## config.mk

```make
export PLATFORM = sky130hd
export DESIGN_NAME = fetch_ctrl_flat
export DESIGN_NICKNAME = d
export VERILOG_FILES = /design/src/rtl/fetch_pkg.sv /design/src/rtl/fetch_ctrl_if.sv /design/src/rtl/step_edge.sv /design/src/rtl/fetch_ctrl.sv /design/src/flat_wrapper.sv
export SDC_FILE = /design/constraint.sdc
export NUM_CORES = 1
export LEC_CHECK = 0
export CAP_MARGIN = 20
export CORE_ASPECT_RATIO = 1.1
export CORE_MARGIN = 2
export CORE_UTILIZATION = 43
export CTS_CLUSTER_DIAMETER = 60
export DETAILED_ROUTE_END_ITERATION = 8
export PLACE_DENSITY = 0.83
export SETUP_SLACK_MARGIN = 0.1
export SYNTH_ARGS = -nofsm -noshare
export SYNTH_HDL_FRONTEND = slang
export SYNTH_HIERARCHICAL = 1
export SYNTH_SLANG_ARGS = --single-unit
```

## constraint.sdc

```tcl
create_clock -name clk -period 3.26 [get_ports clk]
set_clock_uncertainty 0.1 [all_clocks]
set_input_delay 0.326 -clock clk [delete_from_list [all_inputs] [get_ports clk]]
set_output_delay 0.326 -clock clk [all_outputs]
set_load 0.02 [all_outputs]
```

## src/rtl/fetch_pkg.sv

```systemverilog
// fetch_pkg: shared definitions for the instruction fetch controller.
//   - fetch_state_e : FSM state encoding (IDLE, ADDR, WAIT, ISSUE, HALT)
//   - OPC_JMP/OPC_HLT : opcodes decoded from the top nibble of an instruction
//   - DEF_ADDR_W/DEF_DATA_W : default ROM address and instruction widths
package fetch_pkg;

  localparam int DEF_ADDR_W = 4;
  localparam int DEF_DATA_W = 11;

  localparam logic [3:0] OPC_JMP = 4'hE;
  localparam logic [3:0] OPC_HLT = 4'hF;

  typedef enum logic [2:0] {
    IDLE  = 3'd0,
    ADDR  = 3'd1,
    WAIT  = 3'd2,
    ISSUE = 3'd3,
    HALT  = 3'd4
  } fetch_state_e;

endpackage

```

## src/rtl/fetch_ctrl_if.sv

```systemverilog
// fetch_ctrl_if: bus between the fetch controller and a synchronous ROM.
//   rom_addr : address, driven by the controller (master)
//   rom_data : read data, driven by the ROM (slave)
// Protocol: there is no valid/ready pair. The master presents rom_addr in a
// cycle; the ROM registers the word on that cycle's closing edge, so rom_data
// is valid during the following cycle. The master must hold rom_addr stable
// for that cycle.
interface fetch_ctrl_if #(
  parameter int ADDR_W = fetch_pkg::DEF_ADDR_W,
  parameter int DATA_W = fetch_pkg::DEF_DATA_W
);

  logic [ADDR_W-1:0] rom_addr;
  logic [DATA_W-1:0] rom_data;

  modport master (
    output rom_addr,
    input  rom_data
  );

  modport slave (
    input  rom_addr,
    output rom_data
  );

endinterface

```

## src/rtl/step_edge.sv

```systemverilog
// step_edge: rising-edge detector for the (already debounced) step switch.
//   clk, reset : clock and synchronous active-high reset
//   step       : step switch level
//   step_rise  : one-cycle pulse in the cycle step first reads high
// step_q resets to 1 so that a switch held high through reset is not seen
// as a new press once reset drops.
module step_edge (
  input  logic clk,
  input  logic reset,
  input  logic step,
  output logic step_rise
);

  logic step_q;

  always_ff @(posedge clk) begin
    if (reset) begin
      step_q <= 1'b1;
    end else begin
      step_q <= step;
    end
  end

  assign step_rise = step & ~step_q;

endmodule

```

## src/rtl/fetch_ctrl.sv

```systemverilog
// fetch_ctrl: single-step / free-run instruction fetch controller.
//   clk, reset  : clock, synchronous active-high reset
//   step        : step switch level; each rising edge in IDLE fetches once
//   run         : free-run; fetches back-to-back while high
//   rom         : ROM bus (master side), rom_addr always equals pc
//   instr       : last fetched instruction, held until the next capture
//   instr_valid : one-cycle pulse while the new instr is issued
//   pc          : program counter
//   halted      : high once an HLT instruction has been issued
//   state       : current FSM state, exported for debug
// Fetch sequence: IDLE -> ADDR (address presented) -> WAIT (ROM data valid,
// captured on the closing edge) -> ISSUE (decode, pc update).
module fetch_ctrl
  import fetch_pkg::*;
#(
  parameter int ADDR_W = DEF_ADDR_W,
  parameter int DATA_W = DEF_DATA_W
) (
  input  logic              clk,
  input  logic              reset,
  input  logic              step,
  input  logic              run,
  fetch_ctrl_if.master      rom,
  output logic [DATA_W-1:0] instr,
  output logic              instr_valid,
  output logic [ADDR_W-1:0] pc,
  output logic              halted,
  output fetch_state_e      state
);

  fetch_state_e state_next;
  logic         step_rise;
  logic [3:0]   opcode;

  step_edge u_step_edge (
    .clk       (clk),
    .reset     (reset),
    .step      (step),
    .step_rise (step_rise)
  );

  assign opcode       = instr[DATA_W-1 -: 4];
  assign rom.rom_addr = pc;

  // State register.
  always_ff @(posedge clk) begin
    if (reset) begin
      state <= IDLE;
    end else begin
      state <= state_next;
    end
  end

  // Next-state logic. step_rise only matters in IDLE, so edges seen during
  // a fetch are dropped rather than queued.
  always_comb begin
    state_next = state;
    unique case (state)
      IDLE:    if (step_rise || run) state_next = ADDR;
      ADDR:    state_next = WAIT;
      WAIT:    state_next = ISSUE;
      ISSUE: begin
        if (opcode == OPC_HLT) begin
          state_next = HALT;
        end else if (run) begin
          state_next = ADDR;
        end else begin
          state_next = IDLE;
        end
      end
      HALT:    state_next = HALT;
      default: state_next = IDLE;
    endcase
  end

  // Output decode.
  always_comb begin
    instr_valid = 1'b0;
    halted      = 1'b0;
    unique case (state)
      ISSUE:   instr_valid = 1'b1;
      HALT:    halted      = 1'b1;
      default: ;
    endcase
  end

  // Instruction capture: rom_data is valid during WAIT.
  always_ff @(posedge clk) begin
    if (reset) begin
      instr <= '0;
    end else if (state == WAIT) begin
      instr <= rom.rom_data;
    end
  end

  // PC update on issue; increment wraps naturally at 2^ADDR_W.
  always_ff @(posedge clk) begin
    if (reset) begin
      pc <= '0;
    end else if (state == ISSUE) begin
      if (opcode == OPC_JMP) begin
        pc <= instr[ADDR_W-1:0];
      end else if (opcode != OPC_HLT) begin
        pc <= pc + ADDR_W'(1);
      end
    end
  end

endmodule

```

## src/flat_wrapper.sv

```systemverilog
// flat-port wrapper written by rule: the top's interface ports become plain ports
module fetch_ctrl_flat import fetch_pkg::*;
#(
  parameter int ADDR_W = DEF_ADDR_W,
  parameter int DATA_W = DEF_DATA_W
)
  (clk, reset, step, run, instr, instr_valid, pc, halted, state, rom_rom_addr, rom_rom_data);
  fetch_ctrl_if #(.ADDR_W(ADDR_W), .DATA_W(DATA_W)) rom_i ();
  input  logic clk;
  input  logic reset;
  input  logic step;
  input  logic run;
  output logic [DATA_W-1:0] instr;
  output logic instr_valid;
  output logic [ADDR_W-1:0] pc;
  output logic halted;
  output fetch_state_e state;
  output wire logic [$bits(rom_i.rom_addr)-1:0] rom_rom_addr;
  input wire logic [$bits(rom_i.rom_data)-1:0] rom_rom_data;
  assign rom_rom_addr = rom_i.rom_addr;
  assign rom_i.rom_data = rom_rom_data;
  fetch_ctrl #(.ADDR_W(ADDR_W), .DATA_W(DATA_W)) u_core (.clk(clk), .reset(reset), .step(step), .run(run), .rom(rom_i), .instr(instr), .instr_valid(instr_valid), .pc(pc), .halted(halted), .state(state));
endmodule
```

==> out/results.txt, run 1 <==
Netlist Area Pre-Place = 861 µm²
leak pwr = 0.472 nW
cell at the slowest stage of the critical path = clkdlybuf4s50_1
Tcrit/Tclk final = 66.7%
status = completed
maxcap violations = 0
top-count cell post-synth = dfxtp_1
Worst IR Drop VDD = 0.290 mV
flop-to-flop setup slack = 1320 ps
CP required = 2830 ps
CTS tree = built
worst reg2reg path endpoint = u_core/instr[0]
RSZ-0062 raised after global routing = no
RD Place Congestion = 0.716
leading area contributor after synthesis = dfxtp_1
CP max FO = 7
Die Y = 50.9 µm
CP Capture Type = primary output
crit path DAT = 1750 ps
commonest cells in the netlist = dfxtp_1, mux2i_1, nor2_1
CP Depth = 3
yosys warns = 6
Slew HR = 29.4%
Pwr Density = 413 nW/µm²
# Post-CTS Setup Buffers = 0
row cnt = 16
n_diodes = 0
Critical Path Source Type = flop
input/output buffers = 38
Mean Syn Cell Area = 9.89 µm²
initial antenna violation count = 0
drt first-iter violations = 1
PnR Total Power = 0.521 mW
sequential share of the synthesized area = 44.2%
Total GRT Usage = 18.4%
footprint of the multi-input gates = 422 µm²
synthesized instance count = 87
area grow syn2layout = 46.5%
vias in the first global route = 762
pin count of the biggest net entering global routing = 20
Yosys cell types = 29
crit-path cells = nand3b_2 -> inv_1 -> clkdlybuf4s50_1
fill count = 158
Achievable Freq = 0.460 GHz
Worst path max stage delay = 620 ps
setup TNS = 0 ps
Detail Route Antenna Nets = 0
crit path kind = flop to primary output
full die area = 2380 µm²
drt drc = 0
Yosys top cell area share = 44.2%
FF+latch area = 380 µm²
first-pass GRT wire length = 3.22 mm
hold crit path type = flop to flop
Net Count, Synth = 103
gr ovfl total = 0
final hold vios = 0
worst r2r src = u_core/state[1]
area of the core = 1840 µm²
final wirelength = 1.89 mm
Layout Cells excl Fill = 149
Sink Count = 19
Avg WL per Cell = 12.7 µm
Synth Flop Type = dfxtp_1
Least-Margin Pin Slew = 1050 ps
R2R cell count = 3
hold_buf cts = 0
Top delay family on crit path = buffers and inverters
# setup viols final = 0
Max clock buf depth = 2
Final Critical Period = 2170 ps
post-DP HPWL = 1.48 mm
H-tree depth = 1
Clk pin slew, worst setup/hold paths = 100 ps
EDFF count, synth = 0
Async S/R FF share, synth = 0%
Setup crit start = u_core/state[0]
DR vias = 737
layout cell share with drive strength beyond 1 = 6.56%
CTS Root Buffer Type = clkbuf_4
DRT Pass-1 Iters = 3
later-pin clock latency in the skew report = 280 ps
chip width = 46.7 µm
Via-to-Cell Ratio = 4.95
Slew Viols, Final = 0
WP buf/inv = 2
Yosys reg bits = 19
critical path endpoint = instr_valid
CTS Buf Count = 3
Top Ports = 39
initial core utilization = 46.7%
final-stage net count = 139
placed insts = 145
post_cts resized = 0
top cells by area, synth = dfxtp_1, mux2i_1, nor2_1, buf_4, a211oi_1
==> cells by family after synthesis <==
family	count (synthesis)	share of synthesized area, %
buffers and inverters	12	7.41
muxes	14	16.3
adders and majority gates	1	1.45
AOI/OAI and AO/OA	11	9.01
xor gates and xnor gates	1	1.02
and+or+nand+nor	29	20.6
DFF	19	44.2
==> flip-flops by register name, indices dropped and copies added (netlist names) <==
name,count
u_core/instr,11
u_core/pc,4
u_core/state,3
u_core/u_step_edge/step_q,1
==> worst min path at each step <==
stage / start / endpoint / slack [ps] / cells after the start
6_report: u_core/pc[3] / u_core/pc[3] / 420 / 2
5_1_grt: u_core/pc[3] / u_core/pc[3] / 430 / 2
4_1_cts: u_core/pc[3] / u_core/pc[3] / 420 / 2
3_5_place_dp: u_core/instr[4] / u_core/instr[4] / 390 / 2
3_3_place_gp: u_core/instr[6] / u_core/instr[6] / 380 / 2
2_1_floorplan: reset / u_core/u_step_edge/step_q / 320 / 1
==> metrics by stage <==
step	worst slack (ps)	area [µm²]	hold WS (ps)	utilization, %
final	1090	1260	420	68.5
after global placement	1300	1230	376	67.1
after detailed placement	1250	1230	395	67.1
after floorplan	1720	861	323	-
after global routing	953	1260	434	68.5
after CTS	1080	1260	423	68.5
==> report_power, final <==
part / switching (mW) / leakage (nW) / internal (mW)
combinational: 0.0619 / 0.302 / 0.0739
sequential: 0.0208 / 0.155 / 0.250
clock: 0.0668 / 0.0150 / 0.0475
total: 0.150 / 0.472 / 0.371
==> routing by layer <==
layer  vias up  GRT usage (%)  routed length [µm]
li1        378              -                   -
met1       335           22.0                 803
met2        24           31.7                 981
met3         0           5.30                 108
met4         0           4.17                   0
met5         -              0                   0
==> cells in the final DEF, fill, tap and decap left out, drive strengths merged, types with 3 or more instances in the layout <==
cell / instances
inv: 5
dfxtp: 19
mux2i: 14
clkbuf: 4
nor2: 12
a211oi: 3
clkdlybuf4s50: 38
==> cell type report <==
class	instances	area share [%]
timing repair buffer	38	30.2
inverter	5	1.49
clock buffer	4	2.08
multi-input combinational	56	33.4
sequential	19	30.2
tap	27	2.68
==> tightest hold or removal path, stage by stage (launching register included) <==
cell     delay, ps
dfxtp_1        340
inv_1           50
o32ai_1         80
Note: power is estimated with default switching activity, not from simulation.
==> run 2: changes to the inputs <==
CORE_UTILIZATION = 40   (was 43)
PLACE_DENSITY = 0.78   (was 0.83)
clock period = 2.2 ns   (was 3.26 ns; I/O delays follow)
==> run 2 against run 1 <==
Against the previous run:
- clock power up 54%
- register-to-register slack worse by 650 ps
- first-iteration DRC count increased to 9.0 times the previous value
- routed wire length grew 1.8%
- critical path depth stayed put
- sequential power grew 48%
- final area rose by 1.9%
- combinational power up 50%
- critical path type unchanged
- largest cell class unchanged
==> out/results.txt, run 2 (synthesis results as in run 1) <==
RD Place Congestion = 0.848 (+18%)
Via-to-Cell Ratio = 5.07 (+2.4%)
# setup viols final = 0 (unchanged)
Clk pin slew, worst setup/hold paths = 110 ps (about the same)
Least-Margin Pin Slew = 294 ps (-760 ps)
hold crit path type = flop to flop
CTS tree = built
Sink Count = 19 (unchanged)
Largest Register = u_core/instr
hold_buf cts = 0 (unchanged)
n_diodes = 0 (unchanged)
Layout Utilization = 63.6% (-4.9 points)
drt first-iter violations = 9 (+8)
Slew HR = 80.3% (+51 points)
Layout Cells excl Fill = 152 (+2.0%)
area grow syn2layout = 49.3%
placed insts = 148 (+2.1%)
Worst IR Drop VDD = 0.374 mV (+29%)
final wirelength = 1.93 mm (+1.8%)
biggest registers after layout = u_core/instr x11, u_core/pc x4, u_core/state x3
Tcrit/Tclk final = 93.5%
CP Capture Type = primary output
Final Critical Period = 2060 ps
area of the core = 2020 µm² (+9.7%)
H-tree depth = 1 (unchanged)
post-DP HPWL = 1.47 mm (-0.82%)
layout cell share with drive strength beyond 1 = 10.5% (+3.9 points)
input/output buffers = 38 (unchanged)
R2R cell count = 3 (unchanged)
flop-to-flop setup slack = 670 ps (-650 ps)
first-pass GRT wire length = 3.16 mm (-1.7%)
Critical Path Source Type = flop
status = completed
final-stage net count = 141 (+1.4%)
CTS Root Buffer Type = clkbuf_4
DRT Pass-1 Iters = 2 (-1)
full die area = 2540 µm² (+6.9%)
HP Start = u_core/instr[6]
Slew Viols, Final = 0 (unchanged)
worst reg2reg path endpoint = u_core/state[2]
maxcap violations = 0 (unchanged)
Detail Route Antenna Nets = 0 (unchanged)
Pwr Density = 609 nW/µm² (+47%)
CTS Buf Count = 3 (unchanged)
Hold Path Depth = 2 (unchanged)
crit path DAT = 1740 ps (about the same)
initial antenna violation count = 0 (unchanged)
gr ovfl total = 0 (unchanged)
row cnt = 17 (+1)
final hold vios = 0 (unchanged)
CP max FO = 7 (unchanged)
vias in the first global route = 756 (-0.79%)
Achievable Freq = 0.486 GHz
CP required = 1880 ps (-950 ps)
final non-filler cell area = 1280 µm² (+1.9%)
later-pin clock latency in the skew report = 290 ps (about the same)
Top Ports = 39 (unchanged)
number of flip-flops in the largest register = 11 (unchanged)
# Post-CTS Setup Buffers = 0 (unchanged)
DR vias = 770 (+4.5%)
leak pwr = 0.488 nW (+3.4%)
Die Y = 52.7 µm (+3.4%)
worst r2r src = u_core/state[2]
initial core utilization = 42.6% (-4.1 points)
end of the worst hold path = u_core/instr[6]
most frequent cells in the layout = clkdlybuf4s50_1, dfxtp_1, mux2i_1
commonest non-fill, non-tap cell in the layout = clkdlybuf4s50_1
chip width = 48.2 µm (+3.4%)
pin count of the biggest net entering global routing = 19 (-5.0%)
RSZ-0062 raised after global routing = yes
Total GRT Usage = 17.2% (-1.2 points)
Max clock buf depth = 2 (unchanged)
Avg WL per Cell = 12.7 µm (-0.21%)
setup TNS = 0 ps (unchanged)
drt drc = 0 (unchanged)
Post-DP Area = 1250 µm² (+1.3%)
crit path kind = flop to primary output
==> run 2: cell types whose count changed in the layout (fill, tap and decap cells not counted), sizes merged <==
cell,delta
clkbuf,-1
buf,+2
clkinv,+1
==> run 2: area by class of cell <==
type / instances / area [µm²]
Fill cell: 171 / 736
Multi-Input combinational cell: 56 / 427
Timing Repair Buffer: 40 / 395
Sequential cell: 19 / 382
Tap cell: 28 / 35.0
Clock buffer: 3 / 22.5
Inverter: 5 / 18.8
Clock inverter: 1 / 5.00
==> run 2: repair_timing <==
| action | 4_1_cts | 5_1_grt |
|---|---|---|
| hold endpoints to repair | 0 | 0 |
| resized for setup | 0 | 2 |
| endpoints found under the setup margin | 0 | 2 |
==> run 2: layer usage <==
layer  wire, µm  share of wire [%]  GRT usage [%]  vias to the layer above
met5          0                  0              0                        -
met2        959                 50           27.2                       24
met3        100                5.2           2.41                        4
met4         24                1.2           8.56                        0
met1        842                 44           21.8                      355
li1           -                  -              -                      387
==> run 2: worst max-delay path by stage <==
stage,startpoint,endpoint,slack (ps),cells after the start
6_report,u_core/state[2],instr_valid,140,3
5_1_grt,u_core/state[2],instr_valid,40,3
4_1_cts,u_core/state[2],halted,120,2
3_5_place_dp,u_core/state[0],instr_valid,460,3
3_3_place_gp,u_core/state[2],halted,520,2
2_1_floorplan,u_core/state[1],u_core/instr[8],660,4
==> run 2: critical path, cell delays in order (launching register included) <==
cell             delay (ps)
dfxtp_1                 380
nand3b_2                280
inv_1                   150
clkdlybuf4s50_1         620
==> run 2: report_power, final <==
part	internal, mW	leakage [nW]	switching, mW
registers	0.371	0.155	0.0316
logic	0.113	0.315	0.0910
clock network	0.0676	0.0177	0.109
==> run 2: metrics by stage <==
step | power [mW] | worst slack, ps | hold WS (ps)
floorplan | 0.518 | 655 | 217
global placement | 0.610 | 519 | 376
detailed placement | 0.615 | 459 | 382
CTS | 0.791 | 118 | 404
global route | 0.825 | 41.0 | 412
finish | 0.782 | 143 | 401
==> run 3: changes to the inputs <==
GPL_TIMING_DRIVEN = 0   (was unset)
==> run 3 against run 2 <==
Against the previous run:
- worst setup slack better by 140 ps
- maximum frequency up 7.2%
- final cell count rose by 3.3%
- register-to-register slack got worse by 50 ps
- die area stayed put
- sequential power hardly changed
- via count is 4.2% higher
- critical endpoint is now halted
==> out/results.txt, run 3 (synthesis results as in run 1) <==
status = completed
Via-to-Cell Ratio = 5.11 (+0.84%)
crit path kind = flop to primary output
Sink Count = 19 (unchanged)
Top delay family on crit path = buffers and inverters
leak pwr = 0.522 nW (+6.9%)
CTS Buf Count = 3 (unchanged)
Slew HR = 72.0% (-8.3 points)
final wirelength = 1.91 mm (-1.1%)
maxcap violations = 0 (unchanged)
hold crit path type = flop to flop
CP max FO = 7 (unchanged)
pin count of the biggest net entering global routing = 12 (-7)
biggest registers after layout = u_core/instr x11, u_core/pc x4, u_core/state x3
Clk pin slew, worst setup/hold paths = 100 ps (about the same)
worst reg2reg path endpoint = u_core/instr[1]
Final Critical Period = 1920 ps (-138 ps)
Worst path max stage delay = 640 ps (+20 ps)
RSZ-0062 raised after global routing = no
chip width = 48.2 µm (unchanged)
initial antenna violation count = 0 (unchanged)
input/output buffers = 38 (unchanged)
CP required = 1880 ps (about the same)
most frequent cells in the layout = clkdlybuf4s50_1, dfxtp_1, mux2i_1
Least-Margin Pin Slew = 420 ps (+126 ps)
post-DP HPWL = 1.46 mm (-0.30%)
commonest non-fill, non-tap cell in the layout = clkdlybuf4s50_1
DRT Pass-1 Iters = 4 (+2)
CP Capture Type = primary output
final hold vios = 0 (unchanged)
n_diodes = 0 (unchanged)
Slew Viols, Final = 0 (unchanged)
full die area = 2540 µm² (unchanged)
Pwr Density = 593 nW/µm² (-2.6%)
worst r2r src = u_core/state[1]
Tcrit/Tclk final = 87.2% (-6.3 points)
Top Ports = 39 (unchanged)
setup TNS = 0 ps (unchanged)
DR vias = 802 (+4.2%)
# setup viols final = 0 (unchanged)
gr ovfl total = 0 (unchanged)
Detail Route Antenna Nets = 0 (unchanged)
vias in the first global route = 733 (-3.0%)
area grow syn2layout = 52.5%
Worst IR Drop VDD = 0.562 mV (+50%)
first-pass GRT wire length = 3.01 mm (-4.8%)
row cnt = 17 (unchanged)
flop-to-flop setup slack = 620 ps (-50 ps)
Achievable Freq = 0.521 GHz (+7.2%)
CP Depth = 2 (-1)
layout cell share with drive strength beyond 1 = 11.6% (+1.1 points)
end of the worst hold path = u_core/pc[3]
R2R cell count = 4 (+1)
H-tree depth = 1 (unchanged)
number of flip-flops in the largest register = 11 (unchanged)
CTS Root Buffer Type = clkbuf_4
Avg WL per Cell = 12.1 µm (-4.3%)
RD Place Congestion = 0.772 (-8.9%)
Largest Register = u_core/instr
Max clock buf depth = 2 (unchanged)
# Post-CTS Setup Buffers = 0 (unchanged)
initial core utilization = 42.6% (unchanged)
crit path DAT = 1600 ps (-140 ps)
CTS tree = built
drt drc = 0 (unchanged)
area of the core = 2020 µm² (unchanged)
fill count = 184 (+7.6%)
Die Y = 52.7 µm (unchanged)
HP Start = u_core/pc[3]
crit-path cells = nor3b_2 -> clkdlybuf4s50_1
later-pin clock latency in the skew report = 290 ps (about the same)
Critical Path Source Type = flop
final-stage net count = 146 (+3.5%)
cell at the slowest stage of the critical path = clkdlybuf4s50_1
Total GRT Usage = 16.6% (-0.57 points)
drt first-iter violations = 10 (+1)
Hold Slack = 406 ps (+5.28 ps)
WP buf/inv = 1 (-1)
Hold Path Depth = 2 (unchanged)
run 3: worst max path at each step:
stage | start | slack (ps) | endpoint
2_1_floorplan | u_core/state[1] | 660 | u_core/instr[8]
3_3_place_gp | reset | 460 | u_core/instr[4]
3_5_place_dp | reset | 400 | u_core/instr[3]
4_1_cts | u_core/state[0] | 120 | instr_valid
5_1_grt | u_core/state[2] | 190 | halted
6_report | u_core/state[2] | 280 | halted
run 3: worst reg2reg max path: stages (launching register included):
cell and delay [ps]:
dfxtp_1 480, nor3b_1 340, buf_4 280, mux2i_1 230
nor2_1 50
run 3: power breakdown:
part           internal (mW)  total, mW  switching (mW)
logic                  0.115      0.208          0.0930
registers              0.371      0.401          0.0304
clock network         0.0677      0.170           0.102
run 3: cell type report:
type / count / area, µm² / area share [%]
timing repair buffer: 38 / 383 / 29.2
buffer: 7 / 45.0 / 3.43
multi-input combinational: 56 / 422 / 32.1
sequential: 19 / 382 / 29.1
tap: 28 / 35.0 / 2.67
clock inverter: 1 / 5.00 / 0.381
clock buffer: 3 / 22.5 / 1.72
inverter: 5 / 18.8 / 1.43
run 3: what timing repair did:
action / CTS / global route
setup endpoints to repair: 0 / 2
hold buffers: 0 / 0
resized for setup: 0 / 3
run 3: routing by layer:
layer / track usage, % / wire, µm / vias to the layer above
met1: 20.2 / 826 / 376
met2: 27.2 / 955 / 29
li1: - / - / 397
met4: 4.50 / 0 / 0
met5: 0 / 0 / -
met3: 5.17 / 122 / 0
run 3: per-stage QoR:
step | utilization (%) | instance area (µm²) | std cells | power [mW] | setup slack (ps)
2_1_floorplan | - | 861 | 87 | 0.518 | 655
3_3_place_gp | 63.2 | 1280 | 153 | 0.612 | 464
3_5_place_dp | 63.2 | 1280 | 153 | 0.616 | 401
4_1_cts | 64.5 | 1300 | 157 | 0.790 | 125
5_1_grt | 65.0 | 1310 | 157 | 0.821 | 187
6_report | 65.0 | 1310 | 157 | 0.779 | 282
